$ cat src/rtl/tmds_pkg.sv
// Shared TMDS definitions: control tokens, alignment FSM states and offset sizing.
// Used by both the receive-side channel decoder and the transmit-side encoder.
package tmds_pkg;

   localparam int OFFSET_W   = 4;
   localparam int MAX_OFFSET = 9;

   localparam logic [9:0] CTRL_TOKEN_00 = 10'b1101010100;
   localparam logic [9:0] CTRL_TOKEN_01 = 10'b0010101011;
   localparam logic [9:0] CTRL_TOKEN_10 = 10'b0101010100;
   localparam logic [9:0] CTRL_TOKEN_11 = 10'b1010101011;

   typedef enum logic [1:0] {
      SEARCH = 2'd0,
      VERIFY = 2'd1,
      LOCKED = 2'd2
   } align_state_t;

endpackage

$ cat src/rtl/tmds_word_decode.sv
// Combinational TMDS 10b word decoder: flags control tokens and recovers
// either the 2-bit control code or the 8-bit video byte.
module tmds_word_decode (
   input  logic [9:0] word,
   output logic       is_token,
   output logic [1:0] cd,
   output logic [7:0] vd
);
   import tmds_pkg::*;

   logic [7:0] d;

   always_comb begin
      is_token = 1'b1;
      cd       = 2'b00;
      case (word)
         CTRL_TOKEN_00: cd = 2'b00;
         CTRL_TOKEN_01: cd = 2'b01;
         CTRL_TOKEN_10: cd = 2'b10;
         CTRL_TOKEN_11: cd = 2'b11;
         default:       is_token = 1'b0;
      endcase
   end

   // Bit 9 undoes DC-balance inversion, bit 8 selects XOR vs XNOR chaining.
   always_comb begin
      d     = word[9] ? ~word[7:0] : word[7:0];
      vd    = 8'h00;
      vd[0] = d[0];
      for (int i = 1; i < 8; i++) begin
         vd[i] = word[8] ? (d[i] ^ d[i-1]) : ~(d[i] ^ d[i-1]);
      end
   end

endmodule

$ cat src/rtl/tmds_channel_decoder.sv
// Receive-side TMDS channel: word alignment on control-token runs plus 10b->8b decode.
// Optional running-disparity monitor enabled by defining TMDS_DISP_MON_EN.
module tmds_channel_decoder
   import tmds_pkg::*;
#(
   parameter int CTRL_RUN    = 8,
   parameter int SEARCH_WAIT = 1024,
   parameter int LOSS_WAIT   = 2048,
   parameter int DISP_LIMIT  = 8
) (
   input  logic                pixclk,
   input  logic                reset_n,
   input  logic [9:0]          din,
   output logic [7:0]          vd,
   output logic [1:0]          cd,
   output logic                vde,
   output logic                locked,
   output logic [OFFSET_W-1:0] offset,
   output logic                disp_err
);

   localparam int RUN_W    = (CTRL_RUN > 1) ? $clog2(CTRL_RUN) : 1;
   localparam int SEARCH_W = (SEARCH_WAIT > 1) ? $clog2(SEARCH_WAIT) : 1;
   localparam int LOSS_W   = (LOSS_WAIT > 1) ? $clog2(LOSS_WAIT) : 1;

   logic [9:0]          din_prev;
   logic [19:0]         win;
   logic [9:0]          a;
   logic                prev_valid;
   logic                a_valid;
   logic                tok;
   logic [1:0]          tok_cd;
   logic [7:0]          dec_vd;
   align_state_t        state;
   logic [RUN_W-1:0]    run;
   logic [SEARCH_W-1:0] search_cnt;
   logic [LOSS_W-1:0]   loss_cnt;
   logic [OFFSET_W-1:0] next_offset;

   assign win         = {din, din_prev};
   assign next_offset = (offset == OFFSET_W'(MAX_OFFSET)) ? '0 : offset + 1'b1;

   // The valid flags keep the half-filled window after reset from reaching the outputs.
   always_ff @(posedge pixclk or negedge reset_n) begin
      if (!reset_n) begin
         din_prev   <= '0;
         a          <= '0;
         prev_valid <= 1'b0;
         a_valid    <= 1'b0;
      end else begin
         din_prev   <= din;
         a          <= win[{1'b0, offset} +: 10];
         prev_valid <= 1'b1;
         a_valid    <= prev_valid;
      end
   end

   tmds_word_decode u_word_decode (
      .word     (a),
      .is_token (tok),
      .cd       (tok_cd),
      .vd       (dec_vd)
   );

   always_ff @(posedge pixclk or negedge reset_n) begin
      if (!reset_n) begin
         vd  <= '0;
         cd  <= '0;
         vde <= 1'b0;
      end else if (a_valid) begin
         if (tok) begin
            vde <= 1'b0;
            cd  <= tok_cd;
         end else begin
            vde <= 1'b1;
            vd  <= dec_vd;
         end
      end
   end

   // A token always beats a timeout expiring on the same word.
   always_ff @(posedge pixclk or negedge reset_n) begin
      if (!reset_n) begin
         state      <= SEARCH;
         locked     <= 1'b0;
         offset     <= '0;
         run        <= '0;
         search_cnt <= '0;
         loss_cnt   <= '0;
      end else if (a_valid) begin
         case (state)
            SEARCH: begin
               if (tok) begin
                  state      <= VERIFY;
                  run        <= RUN_W'(1);
                  search_cnt <= '0;
               end else if (search_cnt == SEARCH_W'(SEARCH_WAIT - 1)) begin
                  offset     <= next_offset;
                  search_cnt <= '0;
               end else begin
                  search_cnt <= search_cnt + 1'b1;
               end
            end
            VERIFY: begin
               if (tok) begin
                  search_cnt <= '0;
                  if (run == RUN_W'(CTRL_RUN - 1)) begin
                     state    <= LOCKED;
                     locked   <= 1'b1;
                     run      <= '0;
                     loss_cnt <= '0;
                  end else begin
                     run <= run + 1'b1;
                  end
               end else if (search_cnt == SEARCH_W'(SEARCH_WAIT - 1)) begin
                  state      <= SEARCH;
                  offset     <= next_offset;
                  search_cnt <= '0;
                  run        <= '0;
               end else begin
                  search_cnt <= search_cnt + 1'b1;
                  run        <= '0;
               end
            end
            LOCKED: begin
               if (tok) begin
                  loss_cnt <= '0;
               end else if (loss_cnt == LOSS_W'(LOSS_WAIT - 1)) begin
                  state    <= SEARCH;
                  locked   <= 1'b0;
                  loss_cnt <= '0;
               end else begin
                  loss_cnt <= loss_cnt + 1'b1;
               end
            end
            default: begin
               state  <= SEARCH;
               locked <= 1'b0;
            end
         endcase
      end
   end

`ifdef TMDS_DISP_MON_EN
   logic signed [5:0] disp_acc;
   logic signed [6:0] disp_sum;
   logic signed [5:0] disp_next;
   logic [3:0]        ones;
   logic [5:0]        disp_mag;

   // Accumulator saturates so long unbalanced runs cannot wrap back into range.
   always_comb begin
      ones = '0;
      for (int i = 0; i < 10; i++) begin
         ones = ones + {3'b000, a[i]};
      end
      disp_sum = {disp_acc[5], disp_acc} + $signed({3'b000, ones}) - 7'sd5;
      if (disp_sum > 7'sd31) begin
         disp_next = 6'sd31;
      end else if (disp_sum < -7'sd32) begin
         disp_next = -6'sd32;
      end else begin
         disp_next = disp_sum[5:0];
      end
      disp_mag = disp_acc[5] ? (~disp_acc + 6'd1) : disp_acc;
   end

   always_ff @(posedge pixclk or negedge reset_n) begin
      if (!reset_n) begin
         disp_acc <= '0;
         disp_err <= 1'b0;
      end else if (a_valid) begin
         if (tok) begin
            disp_acc <= '0;
            disp_err <= 1'b0;
         end else begin
            disp_acc <= disp_next;
            if (locked && (disp_mag > 6'(DISP_LIMIT))) begin
               disp_err <= 1'b1;
            end
         end
      end
   end
`else
   assign disp_err = 1'b0;
`endif

endmodule

$ cat config.mk
export PLATFORM = sky130hd
export DESIGN_NAME = tmds_channel_decoder
export DESIGN_NICKNAME = d
export VERILOG_FILES = /design/src/rtl/tmds_pkg.sv /design/src/rtl/tmds_word_decode.sv /design/src/rtl/tmds_channel_decoder.sv
export SDC_FILE = /design/constraint.sdc
export NUM_CORES = 1
export LEC_CHECK = 0
export BUFFER_PORTS_ARGS = -buffer_cell sky130_fd_sc_hd__buf_4
export CORE_MARGIN = 10
export CORE_UTILIZATION = 65
export CTS_BUF_LIST = sky130_fd_sc_hd__clkbuf_8
export DETAILED_ROUTE_END_ITERATION = 8
export PLACE_DENSITY = 0.85
export SYNTH_ARGS = -nofsm -noshare
export SYNTH_HDL_FRONTEND = slang
export SYNTH_HIERARCHICAL = 1
export SYNTH_SLANG_ARGS = --single-unit
$ cat constraint.sdc
create_clock -name pixclk -period 4.2 [get_ports pixclk]
set_input_delay 0.21 -clock pixclk [delete_from_list [all_inputs] [get_ports pixclk]]
set_output_delay 0.21 -clock pixclk [all_outputs]
set_load 0.005 [all_outputs]
==> results of run 1 <==
-- stage by stage --
stage	std cells	worst slack, ns	hold WS, ns
2_1_floorplan	341	2.016	-0.08559
3_3_place_gp	420	1.536	0.3317
3_5_place_dp	420	1.391	0.3396
4_1_cts	442	1.371	0.0004150
5_1_grt	443	1.200	0.004278
6_report	443	1.371	0.008494
-- synthesized netlist by cell type, types with 5 or more instances --
library cell and number:
o21ai_1 15, mux4_2 16, nand3_1 16, buf_2 6
clkbuf_1 12, inv_1 13, nand2_1 30, xor2_1 6
a21oi_1 15, nand4_1 7, mux2i_1 11, ha_1 10
mux2_1 9, dfrtp_1 64, xnor2_1 7, a31oi_1 5
nor2_1 7, o21ai_0 9, nor2b_1 5, and3_1 6
-- area by class of cell --
class                           count  area [sq um]
Timing Repair Buffer               36         287.8
Clock inverter                      5         55.05
Sequential cell                    64          1602
Clock buffer                       11         151.4
Multi-Input combinational cell    240          1907
Fill cell                         367          1358
Inverter                           15         56.30
Tap cell                           72         90.09
-- state kept, by name (all words and copies together) (netlist names) --
name        cells
cd              2
offset          4
search_cnt     10
a              10
vd              8
din_prev       10
vde             1
state           2
loss_cnt       11
locked          1
prev_valid      1
run             3
a_valid         1
-- worst min path at each step --
stage                        from  depth (start not counted)                 endpoint
final                      din[3]                          1    din_prev[3]$_DFF_PN0_
after global routing       din[5]                          1    din_prev[5]$_DFF_PN0_
after CTS                  din[5]                          1    din_prev[5]$_DFF_PN0_
after detailed placement  reset_n                          1  loss_cnt[9]$_DFFE_PN0P_
after global placement    reset_n                          1  loss_cnt[9]$_DFFE_PN0P_
after floorplan           reset_n                          0           a[0]$_DFF_PN0_
-- power by group --
group	internal (mW)	switching [mW]
clock network	0.304	0.245
logic	0.182	0.169
registers	0.687	0.0740
total	1.17	0.489
-- logic make-up after synthesis --
kind of cell	Yosys count	share of synthesized area (%)
mux	40	16.76
simple gates	97	14.48
compound gates	78	13.87
buf+inv	37	4.691
xor+xnor	13	3.093
other cells	2	0.2040
flops	64	43.51
fa+ha+maj	10	3.399
-- critical path: stages, from the launching register on --
cell	delay (ns)
dfrtp_1	0.41
inv_1	0.07
ha_1	0.15
nand4_1	0.11
or3b_4	0.43
nand2_1	0.08
buf_4	0.24
and4b_1	0.22
o21ai_1	0.26
or4_1	0.58
o31ai_1	0.20
-- cell usage in the layout, fill, tap and decap left out, drive strengths merged, types with 11 or more instances in the layout --
master	count
inv	15
buf	29
mux2i	11
dfrtp	64
nand3	16
clkbuf	11
nand2	30
o21ai	24
mux4	16
a21oi	15
mux2	13
-- repair_timing --
action / in CTS / in global routing
hold endpoints to repair: 69 / 1
setup buffers: 0 / 0
hold buffers: 6 / 1
-- metal layers --
metal / track usage, % / vias up
met4: 7.481 / 0
met3: 6.049 / 18
met2: 29.89 / 108
met1: 23.43 / 1391
li1: - / 1319
met5: 0 / -
==> metrics.md, run 1 <==
| Metric | Value |
|---|---|
| Die Wd | 95.26 um |
| Final nets | 388 |
| Final Wtd Congestion | 0.9286 |
| CTS max path bufs | 2 |
| Crit start category | register |
| Crit. End Element | register |
| Met3 wire length | 541 um |
| CTS tree | built |
| Antenna viol nets, final | 0 |
| Fin crit share | 67.35% |
| CP required | 4.46 ns |
| Ys flop type | dfrtp_1 |
| Ranking of synthesized cells by area | dfrtp_1, mux4_2, ha_1, nand2_1, mux2i_1 |
| FF-to-FF Start | a[2]$_DFF_PN0_ |
| Peak Freq | 353.5 MHz |
| Share of post-route cells with drive strength above 1 | 19.41% |
| Met2 WL | 4.007 mm |
| Die area | 0.009074 sq mm |
| RR Endpoint | loss_cnt[9]$_DFFE_PN0P_ |
| DRC | 0 |
| Post-CTS sizing | 0 |
| Worst VDD drop | 0.0002555 V |
| FF-to-FF path depth | 10 |
| Synth Net Count | 363 |
| Row count | 27 |
| Final setup violation count | 0 |
| Wl on met1 | 3.296 mm |
| RSZ-0062 raised after global routing | no |
| DP HPWL | 5.342 mm |
| Ys Warns | 6 |
| Max FO, Critical Path | 23 |
| Syn Std Cell Area | 0.003681 sq mm |
| Seq/Total Area, Yosys | 43.51% |
| Worst R2R Setup Slack | 1.37 ns |
| PortBufs | 27 |
| Netlist cell types | 61 |
| Global-route wire length before repair | 13.64 mm |
| Number of antenna violations at the first check in global routing | 0 |
| Synthesized flop and latch total | 64 |
| Overflow after GRT | 0 |
| Worst-path clk slew | 0.07 ns |
| Iter 0 DRT Violations | 147 |
| EDFF count, synth | 0 |
| Dominant cell type by area after synthesis | dfrtp_1 |
| Fin util | 75.35% |
| Fin. max-slew vios | 0 |
| Cell count after synthesis | 341 |
| Post-synthesis average cell area | 10.79 sq um |
| Crit Path Class | register to register |
| Pwr dens | 400.4 mW/mm^2 |
| Power after layout | 1.661 mW |
| Max layer used | met4 |
| GRT Total Usage | 18.85% |
| Drt pass-1 iters | 4 |
| Leakage power figure | 1.775 nW |
| Starting Density | 66.85% |
| Drt via density | 6.402 |
| Worst path arrival time | 3.09 ns |
| Final wirelength | 7.986 mm |
| H-tree levels | 3 |
| Pin slew with the least headroom to its limit | 0.9797 ns |
| Final Cell Area | 0.004149 sq mm |
| IO Count | 29 |
| Max cap viols | 0 |
| Die Ht | 95.26 um |
| Clock buffer count from CTS | 9 |
| Post-synth top area share | 43.51% |
| Skew-Pair Late Insertion Delay | 0.35 ns |
| Fin Setup TNS | 0 ns |
| WL/cell | 18.03 um |
| Origin of the worst setup path | a[2]$_DFF_PN0_ |
| Root Driver | clkbuf_8 |
| Vias in the first global route | 2797 |
| Largest net degree at the start of global routing | 65 |
| Cell Area, Placed | 0.003872 sq mm |
| Vias | 2836 |
| Syn-to-layout area delta | 12.71% |
| Setup crit end | loss_cnt[9]$_DFFE_PN0P_ |
| Antenna diodes | 0 |
| Final hold violations | 0 |
| Worst slew margin | 34.69% |
| Clk_skew | 0.008154 ns |
| Core area | 0.005507 sq mm |
| Min Tclk post-route | 2.829 ns |
| Worst Hold Class | input port to register |
| Outcome | complete, no violations |
| # clock sinks | 64 |
| FFs w/ async S/R, synth | 100.0% |
Note: power is estimated with default switching activity, not from simulation.
==> run 2: changes to the inputs <==
--- a/config.mk
+++ b/config.mk
@@ -5,12 +5,13 @@
 export SDC_FILE = /design/constraint.sdc
 export NUM_CORES = 1
 export LEC_CHECK = 0
+export ABC_AREA = 1
 export BUFFER_PORTS_ARGS = -buffer_cell sky130_fd_sc_hd__buf_4
 export CORE_MARGIN = 10
-export CORE_UTILIZATION = 65
+export CORE_UTILIZATION = 56
 export CTS_BUF_LIST = sky130_fd_sc_hd__clkbuf_8
 export DETAILED_ROUTE_END_ITERATION = 8
-export PLACE_DENSITY = 0.85
+export PLACE_DENSITY = 0.78
 export SYNTH_ARGS = -nofsm -noshare
 export SYNTH_HDL_FRONTEND = slang
 export SYNTH_HIERARCHICAL = 1
==> constraint.sdc (replaced) <==
create_clock -name pixclk -period 2.5 [get_ports pixclk]
set_input_delay 0.125 -clock pixclk [delete_from_list [all_inputs] [get_ports pixclk]]
set_output_delay 0.125 -clock pixclk [all_outputs]
set_load 0.005 [all_outputs]
==> run 2 against run 1 <==
Net effect: flip-flop and latch count unchanged; synthesized area up 1.1%; power up 50%; final cell count up 37%; largest cell class unchanged; core utilization down 8.6 points; die area up 14%; worst hold slack better by 0.35 ns; synthesized cell count up 44%.
==> metrics.md, run 2 <==
| Metric | Value |
|---|---|
| Outcome | complete, no violations |
| RSZ-0062 raised after global routing | no |
| Post-synth top area share | 43.04% |
| Final wirelength | 8.353 mm |
| Post-synthesis average cell area | 7.594 sq um |
| Vias in the first global route | 3303 |
| Worst path cell trace | inv_1 -> ha_1 -> nand3_1 -> nor2_1 -> nand2_1 -> nand2_1 -> inv_2 -> nand3_4 -> nand4_1 -> nor2_1 -> nand3_1 -> nand2_1 -> nor2_1 |
| Dominant cell type by area after synthesis | dfrtp_1 |
| Cell count after synthesis | 490 |
| Final hold violations | 0 |
| DRC | 0 |
| Vias | 3301 |
| FF-to-FF Start | a[5]$_DFF_PN0_ |
| Crit. End Element | register |
| Pwr dens | 583.3 mW/mm^2 |
| Ys Warns | 6 |
| Cts hold-fix bufs | 11 |
| Worst R2R Setup Slack | 0.39 ns |
| Root Driver | clkbuf_8 |
| Ys flop type | dfrtp_1 |
| WL/cell | 13.72 um |
| Post-CTS setup buffer count | 0 |
| Fin crit share | 84.57% |
| Max FO, Critical Path | 10 |
| Final setup violation count | 0 |
| EDFF count, synth | 0 |
| Most common cell in the netlist | nand2_1 |
| Commonest cells post-synth | nand2_1, dfrtp_1, nand3_1, inv_1, nor2_1 |
| Fin util | 66.73% |
| Clock buffer count from CTS | 9 |
| Register area | 0.001602 sq mm |
| Fin. max-slew vios | 0 |
| Skew-Pair Late Insertion Delay | 0.35 ns |
| Non-filler cells, final | 609 |
| Row count | 29 |
| PortBufs | 27 |
| Drt pass-1 iters | 5 |
| Final hold slack | 0.3547 ns |
| Starting Density | 58.27% |
| Max reg flops | 11 |
| Antenna viol nets, final | 0 |
| Share of post-route cells with drive strength above 1 | 14.47% |
| Global-route wire length before repair | 14.69 mm |
| Area taken by multi-input logic gates | 0.001836 sq mm |
| Overflow after GRT | 0 |
| Synthesized flop and latch total | 64 |
| IO Count | 29 |
| CTS max path bufs | 2 |
| Commonest non-fill, non-tap cells in the layout | nand2_1, dfrtp_1, nand3_1, inv_1, nor2_1 |
| Setup crit end | loss_cnt[9]$_DFFE_PN0P_ |
| Worst-path clk slew | 0.07 ns |
| Number of antenna violations at the first check in global routing | 0 |
| Core area | 0.006386 sq mm |
| Worst Hold Class | register to register |
| Seq/Total Area, Yosys | 43.04% |
| FFs w/ async S/R, synth | 100.0% |
| Crit-path leading delay family | simple AND/OR/NAND/NOR gates |
| Die area | 0.01031 sq mm |
| Worst path arrival time | 2.34 ns |
| Worst slew margin | 46.75% |
| Bufs and invs on worst path | 2 |
| Top reg by flops | loss_cnt |
| Iter 0 DRT Violations | 115 |
| Final nets | 549 |
| Peak Freq | 473.0 MHz |
| Syn-to-layout area delta | 14.53% |
| Synth Net Count | 512 |
| Dpl cells | 582 |
| Crit Path Class | register to register |
| Min Tclk post-route | 2.114 ns |
| Origin of the worst setup path | a[5]$_DFF_PN0_ |
| Leakage power figure | 2.194 nW |
| CP required | 2.73 ns |
| Die Wd | 101.5 um |
| Worst VDD drop | 0.0004823 V |
| Pin slew with the least headroom to its limit | 0.7987 ns |
| # clock sinks | 64 |
| Crit start category | register |
| FF-to-FF path depth | 13 |
| Clk_skew | 0.008807 ns |
| Drt via density | 5.420 |
| DP HPWL | 5.954 mm |
| Layout fillers | 529 |
| RR Endpoint | loss_cnt[9]$_DFFE_PN0P_ |
| Syn Std Cell Area | 0.003721 sq mm |
| Netlist cell types | 43 |
| GRT Total Usage | 17.57% |
| CTS tree | built |
| H-tree levels | 3 |
| Max cap viols | 0 |
| CP Depth | 13 |
| Commonest non-fill, non-tap cell in the layout | nand2_1 |
| Max stage delay on crit path | 0.40 ns |
| Final Wtd Congestion | 0.9226 |
| Post-CTS sizing | 0 |
| Ranking of synthesized cells by area | dfrtp_1, nand2_1, nand3_1, inv_1, nor2_1 |
| Fin Setup TNS | 0 ns |
| Die Ht | 101.5 um |
| Largest net degree at the start of global routing | 65 |
| CP max stage cell | dfrtp_1 |
| Antenna diodes | 0 |
-- run 2: changes by cell type after synthesis, moves of 5 or more --
cell	before	now
nor2b_1	5	0
clkbuf_1	12	3
o21ai_0	9	22
nor2_1	7	34
nand3_1	16	56
o21ai_1	15	2
and3_1	6	0
inv_1	13	46
mux2i_1	11	0
mux2_1	9	0
mux2_2	4	10
nand2_1	30	158
xor2_1	6	11
mux4_2	16	0
-- run 2: final cells by class --
type	count	share of cell area [%]
clock inverter	7	1.497
inverter	52	4.815
multi-input combinational	359	43.07
timing repair buffer	41	7.868
clock buffer	9	2.907
tap	77	2.261
sequential	64	37.58
-- run 2: how the worst min path moves through the flow --
stage / from / endpoint / cells after the start
2_1_floorplan: reset_n / a[0]$_DFF_PN0_ / 0
3_5_place_dp: din[9] / din_prev[9]$_DFF_PN0_ / 1
5_1_grt: prev_valid$_DFF_PN0_ / a_valid$_DFF_PN0_ / 0
3_3_place_gp: din[9] / din_prev[9]$_DFF_PN0_ / 1
6_report: prev_valid$_DFF_PN0_ / a_valid$_DFF_PN0_ / 0
4_1_cts: prev_valid$_DFF_PN0_ / a_valid$_DFF_PN0_ / 0
-- run 2: power breakdown --
| group | leakage, nW | internal (mW) | switching, mW | total [mW] |
|---|---|---|---|---|
| Sequential | 0.806 | 1.13 | 0.0907 | 1.22 |
| Combinational | 1.29 | 0.185 | 0.222 | 0.407 |
| Clock | 0.0962 | 0.451 | 0.404 | 0.855 |
-- run 2: cells by family after synthesis --
kind of cell	after synthesis	synth area share [%]
buf+inv	67	7.632
flops	64	43.04
xor+xnor	14	3.295
other cells	2	0.2018
mux	10	3.026
fa+ha+maj	10	3.362
simple gates	276	32.28
compound gates	47	7.163
-- run 2: worst register-to-register path: cells and delay by family, from the launching register on --
family	cells	cell delay [ns]
adders and majority gates	1	0.15
buffers and inverters	2	0.23
DFF	1	0.40
and+or+nand+nor	10	1.23
-- run 2: per-layer routing --
layer,global-route usage (%),routed length [um]
met3,6.127,532
met1,19.63,3406
met4,9.003,265
met2,29.05,4149
met5,0,0
-- run 2: metrics by stage --
stage	instance area (sq um)	total power, mW	setup slack (ns)
floorplan	3721	1.490	0.7225
detailed placement	3964	1.631	0.4178
global route	4262	2.617	0.1947
CTS	4262	2.507	0.4051
global placement	3964	1.609	0.5142
finish	4262	2.486	0.3858
